**src/rtl/pc_sequencer.sv**
```systemverilog
// -----------------------------------------------------------------------------
// pc_sequencer
//   Program-counter and run-control sequencer for the single-cycle 16-bit core.
//   Holds the PC, decides each cycle whether the instruction at PC commits,
//   resolves conditional branches from the decoder's BS/OFF fields and the
//   ALU Z/N flags, handles HALT, gates the register-file and memory write
//   strobes, and counts retired instructions.
//
// Parameters
//   PC_W      PC width in bits (word addressed), 7..16
//   RESET_PC  PC value loaded on reset and on RESTART
//   CNT_W     retired-instruction counter width
//
// Ports
//   CLK       clock, all state changes on the rising edge
//   RESET_N   synchronous active-low reset
//   START     level: high = free-run, low = stop after current instruction
//   STEP      pulse: execute exactly one instruction from IDLE
//   RESTART   pulse: leave HALTED, reload PC and clear RETIRED
//   BS        branch select: 0 BEQ, 1 BNE, 2 BGEZ, 3 BLTZ, others none
//   OFF       signed branch offset in instructions
//   HALT      decoder HALT flag
//   LD, MW    decoder register-write / memory-write requests
//   Z, N      ALU zero / negative flags for the current instruction
//   PC        current instruction address
//   EXEC      instruction at PC commits this cycle
//   LD_EN     LD gated by EXEC
//   MW_EN     MW gated by EXEC
//   BR_TAKEN  EXEC and branch condition true
//   HALTED    high in the HALTED state
//   RETIRED   saturating count of committed instructions
// -----------------------------------------------------------------------------
module pc_sequencer #(
   parameter int              PC_W     = 8,
   parameter logic [PC_W-1:0] RESET_PC = '0,
   parameter int              CNT_W    = 16
) (
   input  logic             CLK,
   input  logic             RESET_N,
   input  logic             START,
   input  logic             STEP,
   input  logic             RESTART,
   input  logic [3:0]       BS,
   input  logic [5:0]       OFF,
   input  logic             HALT,
   input  logic             LD,
   input  logic             MW,
   input  logic             Z,
   input  logic             N,
   output logic [PC_W-1:0]  PC,
   output logic             EXEC,
   output logic             LD_EN,
   output logic             MW_EN,
   output logic             BR_TAKEN,
   output logic             HALTED,
   output logic [CNT_W-1:0] RETIRED
);

   typedef enum logic [1:0] {
      st_idle,
      st_run,
      st_step,
      st_halted
   } state_t;

   state_t           state, state_nxt;
   logic [PC_W-1:0]  pc_q, pc_nxt;
   logic [PC_W-1:0]  off_ext;
   logic [CNT_W-1:0] ret_q, ret_nxt;
   logic             exec;
   logic             br_cond;

   assign off_ext = {{(PC_W-6){OFF[5]}}, OFF};

   always_comb begin
      br_cond = 1'b0;
      case (BS)
         4'd0:    br_cond = Z;
         4'd1:    br_cond = ~Z;
         4'd2:    br_cond = ~N;
         4'd3:    br_cond = N;
         default: br_cond = 1'b0;
      endcase
   end

   always_comb begin
      state_nxt = state;
      pc_nxt    = pc_q;
      ret_nxt   = ret_q;
      exec      = (state == st_run) || (state == st_step);

      case (state)
         st_idle: begin
            if (START)     state_nxt = st_run;
            else if (STEP) state_nxt = st_step;
         end
         st_run: begin
            if (HALT)        state_nxt = st_halted;
            else if (!START) state_nxt = st_idle;
         end
         st_step: begin
            state_nxt = HALT ? st_halted : st_idle;
         end
         st_halted: begin
            if (RESTART) state_nxt = st_idle;
         end
         default: state_nxt = st_idle;
      endcase

      if (exec) begin
         if (ret_q != '1) ret_nxt = ret_q + CNT_W'(1);
         // HALT holds the PC on the HALT instruction, even if BS claims a branch.
         if (!HALT) begin
            if (br_cond) pc_nxt = pc_q + PC_W'(1) + off_ext;
            else         pc_nxt = pc_q + PC_W'(1);
         end
      end

      if ((state == st_halted) && RESTART) begin
         pc_nxt  = RESET_PC;
         ret_nxt = '0;
      end
   end

   always_ff @(posedge CLK) begin
      if (!RESET_N) begin
         state <= st_idle;
         pc_q  <= RESET_PC;
         ret_q <= '0;
      end else begin
         state <= state_nxt;
         pc_q  <= pc_nxt;
         ret_q <= ret_nxt;
      end
   end

   assign PC       = pc_q;
   assign EXEC     = exec;
   assign LD_EN    = LD & exec;
   assign MW_EN    = MW & exec;
   assign BR_TAKEN = exec & br_cond;
   assign HALTED   = (state == st_halted);
   assign RETIRED  = ret_q;

endmodule

```
**config.mk**
```make
export PLATFORM = sky130hd
export DESIGN_NAME = pc_sequencer
export DESIGN_NICKNAME = d
export VERILOG_FILES = /design/src/rtl/pc_sequencer.sv
export SDC_FILE = /design/constraint.sdc
export NUM_CORES = 1
export LEC_CHECK = 0
export CAP_MARGIN = 20
export CORE_MARGIN = 1.5
export CORE_UTILIZATION = 52
export DETAILED_ROUTE_END_ITERATION = 10
export PLACE_DENSITY_LB_ADDON = 0.05
export REMOVE_ABC_BUFFERS = 1
export SLEW_MARGIN = 20
export SYNTH_ARGS = -nofsm -noshare
export SYNTH_HDL_FRONTEND = slang
export SYNTH_SLANG_ARGS = --single-unit
```
**constraint.sdc**
```tcl
create_clock -name CLK -period 5.65 [get_ports CLK]
set_input_delay 0.565 -clock CLK [delete_from_list [all_inputs] [get_ports CLK]]
set_output_delay 0.565 -clock CLK [all_outputs]
set_load 0.01 [all_outputs]
```
### After elaboration in Yosys (flattened, before gate mapping)

Cells that the tools add are included.

| cells by class | value |
|---|---|
| muxes and demuxes | 9 |
| add/sub/neg operators | 3 |
| eq/ne operators | 10 |
| reduce and logical (&&, ||, !) cells | 8 |
| bitwise gates (word level) | 7 |

Operators with widths:

| cell | count |
|---|---|
| $add 16x1->16 const B | 1 |
| $ne 16x16->1 const B | 1 |
| $mux 2 | 6 |
| $add 8x1->8 const B | 1 |
| $add 8x8->8 | 1 |
| $eq 4x2->1 const B | 2 |
| $mux 8 | 1 |
| $pmux 2 s4 | 1 |
| $ne 3x3->1 const B | 2 |
| $eq 2x2->1 const B | 2 |
| $eq 4x1->1 const B | 1 |
| $logic_not 4->1 | 1 |
| $not 1->1 | 4 |
| $pmux 1 s4 | 1 |
| $reduce_and 2->1 | 2 |
| $and 1x1->1 | 3 |
| $reduce_and 3->1 | 1 |
| $eq 2x1->1 const B | 1 |
| $logic_not 2->1 | 1 |
| $ne 2x2->1 const B | 1 |
| $reduce_or 2->1 | 1 |
| $logic_and 1x1->1 | 1 |
| $logic_or 1x1->1 | 1 |

| storage, ports and cells | value |
|---|---|
| bits in registers | 26 |
| output and inout bits | 29 |
| logic and storage cells | 40 |
| bits of input ports | 20 |

### Logic depth before layout (Yosys ltp)

| depth | value |
|---|---|
| depth in word-level cells | 3 |
| depth in mapped cells | 10 |
| mapped depth without buffers | 10 |

### Worst setup path after synthesis

Ideal clock, no wire load.

| path | value |
|---|---|
| kind | register to register |
| start point | reg pc_q[0], in the netlist PC[0] |
| end point | reg pc_q[7], in the netlist PC[7] |
| stages on the path, launching flop included | 11 |
| clock period less this slack | 2.339 ns |
| slack | 3.311 ns |
| data required time | 5.524 ns |
| library setup time | 0.126 ns |
| data arrival time | 2.213 ns |
| path buffers | 0 |
| path through | dfxtp_1 > ha_1 > nand3_1 > xnor2_1 > ha_1 > a21oi_1 > nand2_1 > o221a_2 > a211oi_1 > o21bai_1 > nand3_1 |

| on the way | value |
|---|---|
| longest elaborated chain between the ends | 3 |

RTL lines:

| item | RTL line | RTL |
|---|---|---|
| from (decl) | 67 | `logic [PC_W-1:0] pc_q, pc_nxt;` |
| from (signal assigned) | 132 | `pc_q <= pc_nxt;` |
| $add 8x1->8 * | 114, 115 |  |
| $add 8x8->8 | 114 | `if (br_cond) pc_nxt = pc_q + PC_W'(1) + off_ext;` |
| $mux 8 * | 114 |  |

Mark *: on every way between the ends. The rest lies on a longest branch, timed or not.
A chain may end at the register's enable or synchronous reset.

### Final worst setup path

| path | value |
|---|---|
| start point | in BS[1] |
| end point | out BR_TAKEN |

| on the way | value |
|---|---|
| longest elaborated chain between the ends | 3 |
| elaborated cells on any way between the ends | 6 |
| those cells by class | 3 x eq/ne; 1 x mux; 1 x bitwise; 1 x reduce/logical |

RTL lines:

| item | RTL line | RTL |
|---|---|---|
| from (decl) | 43 | `input logic [3:0] BS,` |
| $eq 4x2->1 (tied with other cells) | 77 | `case (BS)` |
| $pmux 1 s4 * | 77 |  |
| $and 1x1->1 * | 141 | `assign BR_TAKEN = exec & br_cond;` |
| to (decl) | 54 | `output logic BR_TAKEN,` |

Marks and branches as above.

==> flow_metrics.tcl <==
set metrics [dict create \
    async_reset_ff_frac 0 \
    portBuffers 48 \
    post_cts_buffers 0 \
    final-hold-violation-count 0 \
    grt_pass1_wl_mm 6.085 \
    slew_violations 0 \
    cts_resized 0 \
    post-dp-hpwl_mm 2.888 \
    ys_ff_latch 26 \
    synth_cell_types 41 \
    peakVddDrop_mv 0.2366 \
    dp.cells 301 \
    synth_top_area_share 0.2957 \
    clock-sinks 26 \
    die_w_um 61.19 \
    final_cells 305 \
    start_kind "input port" \
    clockBufferDepth 2 \
    worstSkewPairLatency_ns 0.32 \
    yosysSeqAreaShare 0.2957 \
    drc 0 \
    path_clk_slew_ns 0.14 \
    min_period_over_period 0.5358 \
    syn_area_sq_um 1760 \
    layout_min_cycle_time_ns 3.027 \
    hold_class "reg -> reg" \
    antenna_found_initial 0 \
    top_layer_used "met4" \
    grt_max_degree 25 \
    yosys_warnings 0 \
    drtIter0Drc 47 \
    num_vias 1656 \
    pwr_density_cell_nw_per_um2 262.2 \
    setup_tns_ns 0 \
    worst_pin_slew_ns 0.9426 \
    synth_area_per_cell_sq_um 8.188 \
    drt_pass1_iterations 4 \
    crit_arrival_ns 2.46 \
    r2r_slack_ns 3.01 \
    synth-edff-count 0 \
    p_leak_nw 0.9014 \
    vias_per_cell 5.430 \
    crit_path_end_kind "output pin" \
    fin_worst_skew_ns 0.002962 \
    synthFlopType "dfxtp_1" \
    place.gp.congestion 0.7535 \
    synth.largest_area_cell "dfxtp_1" \
    slew_headroom 0.3703 \
    wl_met1_mm 1.730 \
    grt_overflow 0 \
    wirelength_mm 3.750 \
    ioPinCount 49 \
    htreeDepth 1 \
    status "finished, final reports clean" \
    yosys-top-cells-area "dfxtp_1 30%, ha_1 10%, xnor2_1 6.5%" \
    wl_met3_um 207 \
    root_buffer "clkbuf_4" \
    cp.required_ns 5.09 \
    critPathKind "in -> out" \
    fin_nets 297 \
    fin_hold_ws_ns 0.5666 \
    numCtsBuffers 3 \
    drive_gt1_frac 0.03448 \
    setup_viol_count_final 0 \
    die_area_sq_um 3744 \
    fmax_mhz 330.4 \
    hold_buffers 0 \
    fp.coreArea_sq_um 3128 \
    met2_wirelength_mm 1.796 \
    die_h_um 61.19 \
    synthCells 215 \
    num_rows 20 \
    wire_per_inst_um 12.30 \
    groute.usage.overall 0.2134 \
    ant_nets 0 \
    drv_cap 0 \
    cts_tree "done" \
    rsz0062_at_grt "false" \
    antenna_cells 0 \
    finish.instance_area_sq_um 2301 \
    area_growth_pct 30.70 \
    dpl_cell_area_sq_um 2265 \
    path_max_fanout 10 \
    start_util 0.5628 \
    grt_pass1_vias 1404 \
]
-- cell usage after synthesis, types with 2 or more instances --
cell type,count
nand4_1,6
xor2_1,9
xnor2_1,13
o21ai_0,7
a211oi_1,2
o21a_1,2
or3_1,2
ha_1,14
dfxtp_1,26
a21oi_1,7
nand2_1,23
and3_1,5
inv_1,6
nor3_1,4
clkbuf_1,4
nand2b_1,3
nor2b_1,6
and2_1,3
nor2_1,29
nand3_1,13
mux2i_1,4
o211a_1,2
o211ai_1,2
and4_4,2
a311oi_1,5
-- worst paths after layout --
kind | cells after the start | end | startpoint
setup / recovery | 6 | BR_TAKEN | BS[1]
hold / removal | 2 | RETIRED[2]$_SDFFE_PP0P_ | RETIRED[2]$_SDFFE_PP0P_
setup reg to reg | 10 | PC[7]$_SDFFE_PP0P_ | PC[0]$_SDFFE_PP0P_
hold reg to reg | 2 | RETIRED[2]$_SDFFE_PP0P_ | RETIRED[2]$_SDFFE_PP0P_
-- per-layer routing --
metal,GRT usage,vias up
met2,0.3511,47
met5,0,-
li1,-,862
met1,0.2865,745
met3,0.04832,2
met4,0.04658,0
-- logic make-up (layout without fill, tap and decap cells) --
logic type / Yosys count / in the layout / synth area share
and+or+nand+nor: 100 / 100 / 0.2878
AOI/OAI and AO/OA: 36 / 36 / 0.1429
DFF: 26 / 26 / 0.2957
xor gates and xnor gates: 22 / 22 / 0.1095
adders and majority gates: 15 / 15 / 0.1109
buffers and inverters: 12 / 58 / 0.03055
muxes: 4 / 4 / 0.02274
-- state kept, by name, summed over array words and instances, names as in the netlist --
register  count
PC            8
RETIRED      16
state         2
-- critical path, stage by stage --
cell	delay, ns
clkdlybuf4s50_1	0.41
nor2b_1	0.14
o21ai_0	0.20
and3_1	0.41
and2_1	0.19
clkdlybuf4s50_1	0.54
-- final cells by class --
class / count / area, sq um
Tap cell: 44 / 55.05
Inverter: 6 / 22.52
Fill cell: 260 / 827.0
Sequential cell: 26 / 520.5
Timing Repair Buffer: 48 / 480.5
Multi-Input combinational cell: 177 / 1186
Clock buffer: 4 / 36.28
-- per-stage QoR --
stage | setup WS (ns) | utilization | power [mW]
3_5_place_dp | 2.601 | 0.7240 | 0.5122
4_1_cts | 2.602 | 0.7356 | 0.6072
2_1_floorplan | 3.311 | - | 0.4059
5_1_grt | 2.475 | 0.7356 | 0.6467
3_3_place_gp | 2.635 | 0.7240 | 0.5064
6_report | 2.623 | 0.7356 | 0.6032
-- where the power goes --
part | switching, mW | total [mW] | internal, mW
logic | 0.135 | 0.274 | 0.139
clock network | 0.0557 | 0.0951 | 0.0394
registers | 0.0276 | 0.234 | 0.206
total | 0.218 | 0.603 | 0.385
-- cells in the final DEF, fill, tap and decap left out, drive strengths merged, types with 2 or more instances in the layout --
cell type      count
nand4              7
dfxtp             26
o211ai             2
xor2               9
nand2             23
clkbuf             4
inv                6
o21a               2
nor3               5
nor2b              6
a211oi             2
clkdlybuf4s50     48
and3               5
nor2              29
mux2i              4
nand3             13
o211a              2
or3                2
o21ai              8
xnor2             13
a311oi             5
nand2b             3
ha                14
and2               3
a21oi              7
and4               3
(Power assumes the default switching activity.)
==> RTL change: new RTL, same flow settings <==
Register the input `BS` before use, without a reset. The logic sees it one clock later. The other inputs are not delayed to match.
--- a/src/rtl/pc_sequencer.sv
+++ b/src/rtl/pc_sequencer.sv
@@ -64,4 +64,10 @@
    } state_t;
 
+   logic [3:0] BS_q;
+
+   always_ff @(posedge CLK) begin
+      BS_q <= BS;
+   end
+
    state_t           state, state_nxt;
    logic [PC_W-1:0]  pc_q, pc_nxt;
@@ -75,5 +81,5 @@
    always_comb begin
       br_cond = 1'b0;
-      case (BS)
+      case (BS_q)
          4'd0:    br_cond = Z;
          4'd1:    br_cond = ~Z;
Check against the original RTL: not equivalent (Yosys sat finds a counterexample within 4 cycles, from zero or initial values and one cycle with RESET_N low).
==> RTL change against the original RTL <==
Sequential cell count increased by 4. Synthesized area increased by 14%. Critical path depth unchanged. Sequential power increased by 8%. Largest cell class unchanged. Design area increased by 13%. Register-to-register slack got worse by 0.08 ns. Setup slack got worse by 0.097 ns. Wire length increased by 16%. Worst hold slack got worse by 0.025 ns. Clock power increased by 89%. Synthesized cell count increased by 8.8%. Final cell count increased by 8.5%. Global-route usage increased by 1.0 points. Power increased by 10%.
==> RTL change: results <==
{
  "status": "finished, final reports clean",
  "clock_buffers": 6,
  "gr-usage-all-layers_pct": 22.39,
  "grt_pass1_wl_um": 7479,
  "port_buffers": 48,
  "stdcell_area_um2": 2608,
  "antenna_found_initial": 0,
  "hold_path_depth": 1,
  "grt_max_degree": 19,
  "ys_types": 54,
  "r2r_start": "PC[2]",
  "seq_share_pct": 23.03,
  "multi_input_cells": 185,
  "postPlaceCellArea_um2": 2512,
  "worst_hold_slack_ns": 0.5413,
  "stdcell_count": 331,
  "post-dp-hpwl_um": 3344,
  "num-nonclk-buffers": 49,
  "via_per_inst": 5.411,
  "area_delta_synth_final_pct": 29.36,
  "min_to": "RETIRED[6]",
  "clk_pin_slew_worst_paths_ns": 0.07,
  "tritoncts": "built",
  "crit_fanout": 7,
  "ctsRootBufferMaster": "clkbuf_8",
  "hold_start": "RETIRED[6]",
  "drive_gt1_share_pct": 8.481,
  "n_all_inverters": 11,
  "tightest_slew_ns": 0.5730,
  "power_leakage_nw": 0.9775,
  "r2r.worst_path.cells": 9,
  "htree_levels": 2,
  "dpl.cell_count": 323,
  "max-clock-path-buffers": 2,
  "r2r-end": "PC[7]",
  "gp_congestion": 0.7553,
  "multi_input_area_um2": 1323,
  "ir_drop_uv": 180.4,
  "diodes": 0,
  "crit_arrival_ns": 2.56,
  "ys_seq_area_share_pct": 29.80,
  "flops_and_latches": 30,
  "buf_share_pct": 18.71,
  "async_flop_share_pct": 0,
  "clock_area_share_pct": 3.647,
  "cts_setup_buffers": 0,
  "numCtsBuffers": 5,
  "drt_wl_total_um": 4362,
  "clk_latency_ns": 0.28,
  "grt_pass1_vias": 1684,
  "synth_area_leaders": "dfxtp_1 (30%), ha_1 (8.7%), xor2_1 (5.2%)",
  "final.fill_count": 338,
  "fmax_mhz": 320.1,
  "fin_skew_ns": 0.004600,
  "drtIter0Drc": 75,
  "ys_top_cells_by_count": "dfxtp_1 (30), nor2_1 (18), nand2_1 (16)",
  "p_int_mw": 0.4432,
  "ff2ff_setup_slack_ns": 2.93,
  "synth.avg_cell_area_um2": 8.614,
  "yosys_warnings": 0
}
[RTL change: cell count changes after synthesis, sizes merged, moves of 3 or more]
cell    unedited run  this run
nor2              29        18
nand2             23        16
inv                6        11
dfxtp             26        30
o21ai              8        13
a31oi              1         4
xor2               9        12
buf                2         5
xnor2             13         8
a211oi             2         6
nand4              7         4
[RTL change: critical path, stage by stage]
cell and delay (ns):
clkdlybuf4s50_1 0.39, nor2b_1 0.13, o21ai_1 0.36, and3_1 0.40
and2_1 0.19, clkdlybuf4s50_1 0.54
[RTL change: logic make-up (layout without fill, tap and decap cells)]
group                    count (synthesis)  in the layout  share of synthesized area, %
XOR/XNOR                                20             20                         8.690
flip-flops                              30             30                         29.80
buffers and inverters                   19             68                         4.593
AND/OR/NAND/NOR                         89             89                         25.02
AO/OA/AOI/OAI                           57             57                         20.24
adder cells (fa/ha/maj)                 15             15                         9.684
multiplexers                             4              4                         1.986
[RTL change: per-layer routing]
layer / track usage, % / vias up / wire length (um)
li1: - / 947 / -
met1: 31.87 / 793 / 2298
met2: 34.95 / 49 / 1838
met3: 4.281 / 2 / 200
met4: 5.469 / 0 / 24
met5: 0 / - / 0
[RTL change: how the worst max path moves through the flow]
| stage | start | to |
|---|---|---|
| finish | Z | BR_TAKEN |
| global route | Z | BR_TAKEN |
| CTS | Z | BR_TAKEN |
| detailed placement | Z | BR_TAKEN |
| global placement | Z | BR_TAKEN |
| floorplan | PC[2] | PC[7] |
[RTL change: power by group through the flow]
stage,logic [mW],registers [mW],clock network [mW]
after floorplan,0.137,0.259,0
after global placement,0.226,0.256,0
after detailed placement,0.230,0.257,0
after CTS,0.232,0.252,0.184
after global routing,0.258,0.255,0.194
final,0.231,0.253,0.180
